`src/rtl/ahb_bus_arbiter_pkg.sv`:
```
// Shared encodings for the BIU AHB master-port arbiter: AHB transfer and
// burst codes, the idle protection value and the arbiter state machine codes.
package ahb_bus_arbiter_pkg;

   // AHB HTRANS encodings
   typedef enum logic [1:0] {
      HTRANS_IDLE = 2'b00,
      HTRANS_BUSY = 2'b01,
      HTRANS_NSEQ = 2'b10,
      HTRANS_SEQ  = 2'b11
   } htrans_e;

   // AHB HBURST encodings used by the BIU requesters
   typedef enum logic [2:0] {
      HBURST_SINGLE = 3'b000,
      HBURST_INCR   = 3'b001
   } hburst_e;

   // Protection presented while no requester owns the address phase
   localparam logic [3:0] HPROT_DEFAULT = 4'b0011;

   // Arbiter state machine
   typedef enum logic [1:0] {
      ARB_IDLE = 2'b00,
      GRANTED  = 2'b01,
      DRAIN    = 2'b10
   } arb_state_e;

   // A transfer that carries a data phase (NSEQ or SEQ) has HTRANS[1] set
   function automatic logic htrans_active(input logic [1:0] trans);
      return trans[1];
   endfunction

endpackage

```
`src/rtl/ahb_bus_arbiter_rr_pick.sv`:
```
// Combinational round-robin selector. Returns a one-hot grant for the first
// requester at or above ptr (wrapping), or requester 0 outright when hipri_en
// is set and requester 0 is requesting. valid flags that any request exists.
module ahb_bus_arbiter_rr_pick #(
   parameter int NM = 3,
   parameter int PW = (NM > 1) ? $clog2(NM) : 1
) (
   input  logic [NM-1:0] req,
   input  logic [PW-1:0] ptr,
   input  logic          hipri_en,
   output logic [NM-1:0] grant,
   output logic          valid
);

   logic          found;
   logic [PW-1:0] idx;

   // Scan requesters starting at ptr; the first one seen wins
   always_comb begin
      grant = {NM{1'b0}};
      found = 1'b0;
      idx   = {PW{1'b0}};
      if (hipri_en && req[0]) begin
         grant[0] = 1'b1;
      end else begin
         for (int k = 0; k < NM; k++) begin
            idx        = PW'((int'(ptr) + k) % NM);
            grant[idx] = grant[idx] | (req[idx] & ~found);
            found      = found | req[idx];
         end
      end
   end

   assign valid = |req;

endmodule

```
`src/rtl/ahb_bus_arbiter.sv`:
```
// Shares the single AHB master port of the CPU BIU among NM requesters.
// A grant is held for a whole transaction; after the owner releases, the bus
// passes through DRAIN until the last data phase completes, then re-arbitrates.
module ahb_bus_arbiter
   import ahb_bus_arbiter_pkg::*;
#(
   parameter int NM       = 3,
   parameter bit HIPRI_EN = 1'b1,
   parameter int AW       = 64,
   parameter int DW       = 64
) (
   input  logic              clk,
   input  logic              rst_n,
   input  logic [NM-1:0]     m_bus_req,
   output logic [NM-1:0]     m_bus_ack,
   input  logic [NM*AW-1:0]  m_haddr,
   input  logic [NM-1:0]     m_hwrite,
   input  logic [NM*3-1:0]   m_hsize,
   input  logic [NM*3-1:0]   m_hburst,
   input  logic [NM*4-1:0]   m_hprot,
   input  logic [NM*2-1:0]   m_htrans,
   input  logic [NM-1:0]     m_hmastlock,
   input  logic [NM*DW-1:0]  m_hwdata,
   output logic [NM-1:0]     m_hresp,
   output logic [AW-1:0]     haddr,
   output logic              hwrite,
   output logic [2:0]        hsize,
   output logic [2:0]        hburst,
   output logic [3:0]        hprot,
   output logic [1:0]        htrans,
   output logic              hmastlock,
   output logic [DW-1:0]     hwdata,
   input  logic              hready,
   input  logic              hresp
);

   localparam int PW = (NM > 1) ? $clog2(NM) : 1;

   arb_state_e    state_r;
   arb_state_e    state_n;
   logic [NM-1:0] ack_n;
   logic [PW-1:0] rr_ptr_r;
   logic [PW-1:0] rr_ptr_n;
   // One-hot data-phase owner; all zeros means no data phase in flight
   logic [NM-1:0] downer_r;
   logic [NM-1:0] downer_n;

   logic [NM-1:0] pick_grant;
   logic          pick_valid;
   logic [PW-1:0] win_idx;

   logic [AW-1:0] own_haddr;
   logic          own_hwrite;
   logic [2:0]    own_hsize;
   logic [2:0]    own_hburst;
   logic [3:0]    own_hprot;
   logic [1:0]    own_htrans;
   logic          own_hmastlock;
   logic          own_req;

   ahb_bus_arbiter_rr_pick #(
      .NM (NM),
      .PW (PW)
   ) u_rr_pick (
      .req      (m_bus_req),
      .ptr      (rr_ptr_r),
      .hipri_en (HIPRI_EN),
      .grant    (pick_grant),
      .valid    (pick_valid)
   );

   // Binary index of the selected winner, used to advance the pointer
   always_comb begin
      win_idx = {PW{1'b0}};
      for (int i = 0; i < NM; i++) begin
         win_idx = win_idx | (pick_grant[i] ? PW'(i) : {PW{1'b0}});
      end
   end

   // AND-OR mux of the address-phase signals of the current grant holder
   always_comb begin
      own_haddr     = {AW{1'b0}};
      own_hwrite    = 1'b0;
      own_hsize     = 3'b000;
      own_hburst    = 3'b000;
      own_hprot     = 4'b0000;
      own_htrans    = 2'b00;
      own_hmastlock = 1'b0;
      for (int i = 0; i < NM; i++) begin
         own_haddr     = own_haddr     | (m_haddr[i*AW +: AW] & {AW{m_bus_ack[i]}});
         own_hwrite    = own_hwrite    | (m_hwrite[i] & m_bus_ack[i]);
         own_hsize     = own_hsize     | (m_hsize[i*3 +: 3] & {3{m_bus_ack[i]}});
         own_hburst    = own_hburst    | (m_hburst[i*3 +: 3] & {3{m_bus_ack[i]}});
         own_hprot     = own_hprot     | (m_hprot[i*4 +: 4] & {4{m_bus_ack[i]}});
         own_htrans    = own_htrans    | (m_htrans[i*2 +: 2] & {2{m_bus_ack[i]}});
         own_hmastlock = own_hmastlock | (m_hmastlock[i] & m_bus_ack[i]);
      end
      own_req = |(m_bus_req & m_bus_ack);
   end

   // AHB address phase: owner's signals while GRANTED, idle values otherwise
   always_comb begin
      haddr     = {AW{1'b0}};
      hwrite    = 1'b0;
      hsize     = 3'b000;
      hburst    = HBURST_SINGLE;
      hprot     = HPROT_DEFAULT;
      htrans    = HTRANS_IDLE;
      hmastlock = 1'b0;
      if (state_r == GRANTED) begin
         haddr     = own_haddr;
         hwrite    = own_hwrite;
         hsize     = own_hsize;
         hburst    = own_hburst;
         hprot     = own_hprot;
         htrans    = own_htrans;
         hmastlock = own_hmastlock;
      end else begin
         htrans    = HTRANS_IDLE;
      end
   end

   // Write data follows the data-phase owner, zero when no data phase
   always_comb begin
      hwdata = {DW{1'b0}};
      for (int i = 0; i < NM; i++) begin
         hwdata = hwdata | (m_hwdata[i*DW +: DW] & {DW{downer_r[i]}});
      end
   end

   // Error response only reaches the requester owning the data phase
   assign m_hresp = {NM{hresp}} & downer_r;

   // Data-phase owner advances on each accepted transfer, holds in wait states
   always_comb begin
      downer_n = downer_r;
      if (hready) begin
         if (htrans_active(htrans)) begin
            downer_n = m_bus_ack;
         end else begin
            downer_n = {NM{1'b0}};
         end
      end else begin
         downer_n = downer_r;
      end
   end

   // Arbiter next state, next grant and next round-robin pointer
   always_comb begin
      state_n  = state_r;
      ack_n    = m_bus_ack;
      rr_ptr_n = rr_ptr_r;
      case (state_r)
         ARB_IDLE: begin
            if (pick_valid) begin
               state_n  = GRANTED;
               ack_n    = pick_grant;
               rr_ptr_n = (win_idx == PW'(NM - 1)) ? {PW{1'b0}} : (win_idx + PW'(1));
            end else begin
               state_n  = ARB_IDLE;
               ack_n    = {NM{1'b0}};
            end
         end
         GRANTED: begin
            // Hold through the whole transaction, even after the request drops
            if (!own_req && (own_htrans == HTRANS_IDLE)) begin
               state_n = DRAIN;
               ack_n   = {NM{1'b0}};
            end else begin
               state_n = GRANTED;
            end
         end
         DRAIN: begin
            ack_n = {NM{1'b0}};
            if (hready && (downer_r == {NM{1'b0}})) begin
               state_n = ARB_IDLE;
            end else begin
               state_n = DRAIN;
            end
         end
         default: begin
            state_n  = ARB_IDLE;
            ack_n    = {NM{1'b0}};
            rr_ptr_n = {PW{1'b0}};
         end
      endcase
   end

   // State, grant, pointer and data-phase owner registers
   always_ff @(posedge clk or negedge rst_n) begin
      if (!rst_n) begin
         state_r   <= ARB_IDLE;
         m_bus_ack <= {NM{1'b0}};
         rr_ptr_r  <= {PW{1'b0}};
         downer_r  <= {NM{1'b0}};
      end else begin
         state_r   <= state_n;
         m_bus_ack <= ack_n;
         rr_ptr_r  <= rr_ptr_n;
         downer_r  <= downer_n;
      end
   end

endmodule

```
`config.mk`:
```
export PLATFORM = sky130hd
export DESIGN_NAME = ahb_bus_arbiter
export DESIGN_NICKNAME = d
export VERILOG_FILES = /design/src/rtl/ahb_bus_arbiter_pkg.sv /design/src/rtl/ahb_bus_arbiter_rr_pick.sv /design/src/rtl/ahb_bus_arbiter.sv
export SDC_FILE = /design/constraint.sdc
export NUM_CORES = 1
export LEC_CHECK = 0
export ABC_CLOCK_PERIOD_IN_PS = 2500
export CAP_MARGIN = 20
export CORE_AREA = 2 2 224 226
export DETAILED_ROUTE_END_ITERATION = 10
export DIE_AREA = 0 0 226 228
export SETUP_SLACK_MARGIN = 0.05
export SLEW_MARGIN = 20
export SYNTH_ARGS = -nofsm -noshare
export SYNTH_HDL_FRONTEND = slang
export SYNTH_SLANG_ARGS = --single-unit
export TNS_END_PERCENT = 100
```
`constraint.sdc`:
```
create_clock -name clk -period 2.5 [get_ports clk]
set_clock_uncertainty 0.2 [all_clocks]
set_input_delay 0.25 -clock clk [delete_from_list [all_inputs] [get_ports clk]]
set_output_delay 0.25 -clock clk [all_outputs]
set_load 0.02 [all_outputs]
```
# == Word-level counts from Yosys, hierarchy flattened ==
# Index checks and enable logic that the tools add are counted.
# totals
regBits,10
elab_cells,129
# op_classes
add_sub_neg,3
div,3
magnitude_cmp,6
eq_ne,5
muxes,42
bitwise,53
reduce_logical,13
# ops
operator,count
64-bit AND,6
64-bit OR,4
"32-bit by 3-bit remainder unit with 32-bit output, second input constant",2
64-bit 2-to-1 mux,1
"3-bit by 3-bit remainder unit with 32-bit output, second input constant",1
3-bit AND,9
3-bit 2-to-1 mux,5
1-bit 2-to-1 mux,14
2-bit 2-to-1 mux,7
4-bit AND,3
1-bit binary-select mux with 2-bit select,6
3-bit OR,4
"2-bit by 3-bit less-than comparator with 1-bit output, second input constant",3
1-bit AND,8
1-bit OR,8
4-bit OR,2
2-bit AND,3
3-bit bitwise mux,2
1-bit demux with 2-bit select,3
"2-bit by 1-bit >= comparator with 1-bit output, second input constant",3
2-bit one-hot mux with 3 select lines,1
3-bit one-hot mux with 2 select lines,1
3-bit OR reduction,2
1-bit logical AND,5
17 further kinds,22

# == Longest topological paths before layout ==
# depth
depth_word,21
depth_mapped,6
depth_no_buf,6

# == Hierarchy ==
# Synthesis repeated with hierarchy kept, for this count alone.
# unflattened
hier_cells,420
area_unflattened_um2,2925.3
# by_module_without_submodules
mod,n_inst,cells_per_inst,area_per_inst_um2
ahb_bus_arbiter,1,390,2706.3
ahb_bus_arbiter_rr_pick,1,30,219.0

# == Worst setup path before layout ==
# OpenSTA, ideal clock, no wires.
# synth_path
path_type,reg2out
from,reg m_bus_ack[1]
to,out haddr[37]
arrival_ns,1.633
path_slack_ns,0.417
path_stages_with_launch,6
n_path_buf,3
path_cell_list,dfrtp_1 > buf_2 > clkbuf_1 > buf_1 > a222oi_1 > nor2_1
# synth_between
elab_chain_len,4
# synth_lines
element,line,rtl
start: declaration,ahb_bus_arbiter.sv:15,"output logic [NM-1:0] m_bus_ack,"
start signal: assignment,ahb_bus_arbiter.sv:193,m_bus_ack <= {NM{1'b0}};
start signal: assignment,ahb_bus_arbiter.sv:198,m_bus_ack <= ack_n;
64-bit AND,ahb_bus_arbiter.sv:90,own_haddr = own_haddr | (m_haddr[i*AW +: AW] & {AW{m_bus_ack[i]}});
64-bit OR (2 in series),ahb_bus_arbiter.sv:90,
64-bit 2-to-1 mux,ahb_bus_arbiter.sv:110,if (state_r == GRANTED) begin
end: declaration,ahb_bus_arbiter.sv:25,"output logic [AW-1:0] haddr,"
# No other way between the ends.

# == Worst setup path in the final report ==
# layout_path
from,reg downer_r[0]
to,out hwdata[1]
# layout_between
elab_chain_len,3
# layout_lines
element,line,rtl
start: declaration,ahb_bus_arbiter.sv:45,logic [NM-1:0] downer_r;
start signal: assignment,ahb_bus_arbiter.sv:195,downer_r <= {NM{1'b0}};
start signal: assignment,ahb_bus_arbiter.sv:200,downer_r <= downer_n;
64-bit AND,ahb_bus_arbiter.sv:127,hwdata = hwdata | (m_hwdata[i*DW +: DW] & {DW{downer_r[i]}});
64-bit OR (2 in series),ahb_bus_arbiter.sv:127,
end: declaration,ahb_bus_arbiter.sv:32,"output logic [DW-1:0] hwdata,"
# No other way between the ends.

==> reports/results.txt <==
DR pass1 iterations: 9
status: finished, final reports clean
Synth Net Count: 847
min-delay worst type: primary input to async pin
Post-DP HPWL: 25200 um
# Max-Cap Violations: 0
CP Cell Sequence: buf_12 -> a222oi_1 -> inv_1 -> clkdlybuf4s50_1
Vias: 6413
slowest stage delay, CP: 0.56 ns
Tightest Pin Transition: 0.560 ns
Reg power frac: 6.1%
Synth Area in Compound Gates: 54.9%
Seq cells post-synth: 10
Post-synth EDFFs: 0
Placed Area: 9630 um^2
leading area contributor after synthesis: a222oi_1
pin count of the biggest net entering global routing: 66
Final #Nets: 1415
cts bufs inserted: 3
CP max-delay cell: clkdlybuf4s50_1
vias per std cell: 3.89
Mapped Avg Cell Area: 6.92 um^2
CTS sink cnt: 10
most frequent cells in the layout: clkdlybuf4s50_1 (493), a222oi_1 (141), nor2_1 (75), inv_1 (72), dlygate4sd2_1 (62)
share of layout cells above drive strength 1: 6.05%
CP Max Fanout: 65
Worst setup EP type: output port
DRC violations left: 0
clk_lat worst skew: 0.24 ns
xor and xnor area share after synthesis: 0.310%
Comb pwr share: 86.5%
worst r2r src: m_bus_ack[2]
Crit. path cell count: 4
Rows: 82
Startpoint Class: flop
starting density of the core: 5.72%
Cell Area, Synth: 2820 um^2
final global-route overflow total: 0
Die Wd: 226 um
Avg WL per Cell: 17.9 um
Worst Setup Path Type: flop to output port
cell area after layout: 9710 um^2
gpl congestion: 0.910
DIE AREA: 51500 um^2
post-synthesis simple-gate area fraction: 14.8%
worst hold slack: 0.147 ns
RSZ-0062 raised after global routing: false
final core utilization: 19.7%
final worst path period share: 98.0%
DRT iter0 DRCs: 917
total number of yosys warnings: 0
adder-cell share of the synthesized area: 2.66%
Synth area leaders: a222oi_1 (50%), nor2_1 (10%), inv_1 (9.6%), dfrtp_1 (8.9%), clkbuf_1 (6.2%)
largest family of logic cells by synthesized area: compound AO/OA/AOI/OAI gates
initial antenna violation count: 10
Int Power: 2350 uW
first-pass GRT wire length: 39800 um
H-tree levels: 1
mux cell area share after synthesis: 0.753%
Yosys top cell area share: 50.0%
Slew Viols, Final: 0
cells after synthesis: 408
Reg clk slew, reported paths: 0.04 ns
CTS root buf: clkbuf_16
Reg area: 258 um^2
num ports: 581
Synth Flop Type: dfrtp_1
Static Leak: 0.00436 uW
aggregate routed wire length: 29500 um
die height: 228 um
fill count: 5472
P&R area growth vs syn: 244%
Switching Fraction: 46.6%
post-synthesis sequential area ratio: 8.86%
VDD IR-drop max: 0.407 mV
Tmin final: 2.45 ns
final setup vio count: 0
critical path data required time: 2.05 ns
worst-case reg-to-reg path depth: 5
Crit path arrival time: 2.00 ns
core area: 49300 um^2
Net Switching: 2050 uW
Worst R2R End: m_bus_ack[0]
flop-to-flop setup slack: 0.42 ns
antenna viol nets, final: 0
Slew HR: 62.7%
Clk network pwr share: 7.4%
Buf/Inv on CP: 3
# port buffers: 580
Pwr Density: 452 nW/um^2
area of the multi-input gates: 2070 um^2
Distinct cells, synth: 34
Post-synth ARST share: 100%
Final Hold Fails: 0
TritonCTS clock tree: done
GRT Overall Usage: 10.3%
most common cell after layout, fill and taps aside: clkdlybuf4s50_1
Achievable Freq: 408 MHz
Clock Path Buffers: 2
Crit path max-delay family: buffers and inverters
vias in the first global route: 6407
## sequential cells by signal, indices dropped and copies added, names as in the netlist
register   count
rr_ptr_r       2
state_r        2
downer_r       3
m_bus_ack      3
## stage by stage
stage / TNS (ns) / power [uW] / instances / setup slack, ns
after global placement: -0.123 / 4120 / 1642 / -0.123
final: 0 / 4390 / 1649 / 0.0488
after global routing: 0 / 4660 / 1648 / 0.0542
after detailed placement: -0.0928 / 4130 / 1642 / -0.0928
after CTS: 0 / 4420 / 1647 / 0.0421
after floorplan: 0 / 2030 / 408 / 0.417
## timing repair
action / 4_1_cts / 5_1_grt
setup buffers: 0 / 0
pin swaps: 5 / 4
cloned: 1 / 0
resized for setup: 63 / 18
setup endpoints to repair: 64 / 17
hold buffers: 0 / 0
## Yosys cell counts (3+ instances only)
library cell	n
inv_1	72
and2_1	3
nor2_1	75
dfrtp_1	10
nand3_1	4
a21oi_1	5
buf_1	6
nand2_1	9
ha_1	6
clkbuf_1	47
o2bb2ai_1	4
a222oi_1	141
## power groups by stage
stage | Clock [uW] | Combinational, uW | Sequential (uW)
finish | 323 | 3800 | 268
global route | 337 | 4040 | 276
detailed placement | 0 | 3860 | 271
CTS | 327 | 3830 | 269
floorplan | 0 | 1770 | 252
global placement | 0 | 3850 | 273
## cell type report
| cell class | count | area share [%] |
|---|---|---|
| timing repair buffer | 619 | 63.6 |
| multi-input combinational | 269 | 21.3 |
| antenna | 2 | 0.0515 |
| inverter | 73 | 2.82 |
| tap | 672 | 8.66 |
| clock buffer | 4 | 0.915 |
| sequential | 10 | 2.65 |
## how the worst max path moves through the flow
stage | from | to | slack, ns
CTS | state_r[1] | haddr[10] | 0.04
floorplan | m_bus_ack[1] | haddr[37] | 0.42
finish | downer_r[0] | hwdata[1] | 0.05
global placement | m_htrans[5] | htrans[1] | -0.12
detailed placement | m_htrans[5] | htrans[1] | -0.09
global route | downer_r[0] | hwdata[63] | 0.05
## kinds of logic after synthesis
| group | count (synthesis) |
|---|---|
| flip-flops | 10 |
| adder cells (fa/ha/maj) | 6 |
| XOR/XNOR | 1 |
| buffers and inverters | 129 |
| AND/OR/NAND/NOR | 100 |
| AO/OA/AOI/OAI | 160 |
| multiplexers | 2 |
## routing by layer
metal / share of wire (%) / up-vias / global-route usage [%]
li1: - / 2856 / -
met4: 2.1 / 12 / 2.42
met2: 48 / 492 / 18.4
met1: 37 / 3011 / 11.2
met5: 0.29 / - / 0
met3: 13 / 42 / 4.29
Note: power is estimated with default switching activity, not from simulation.
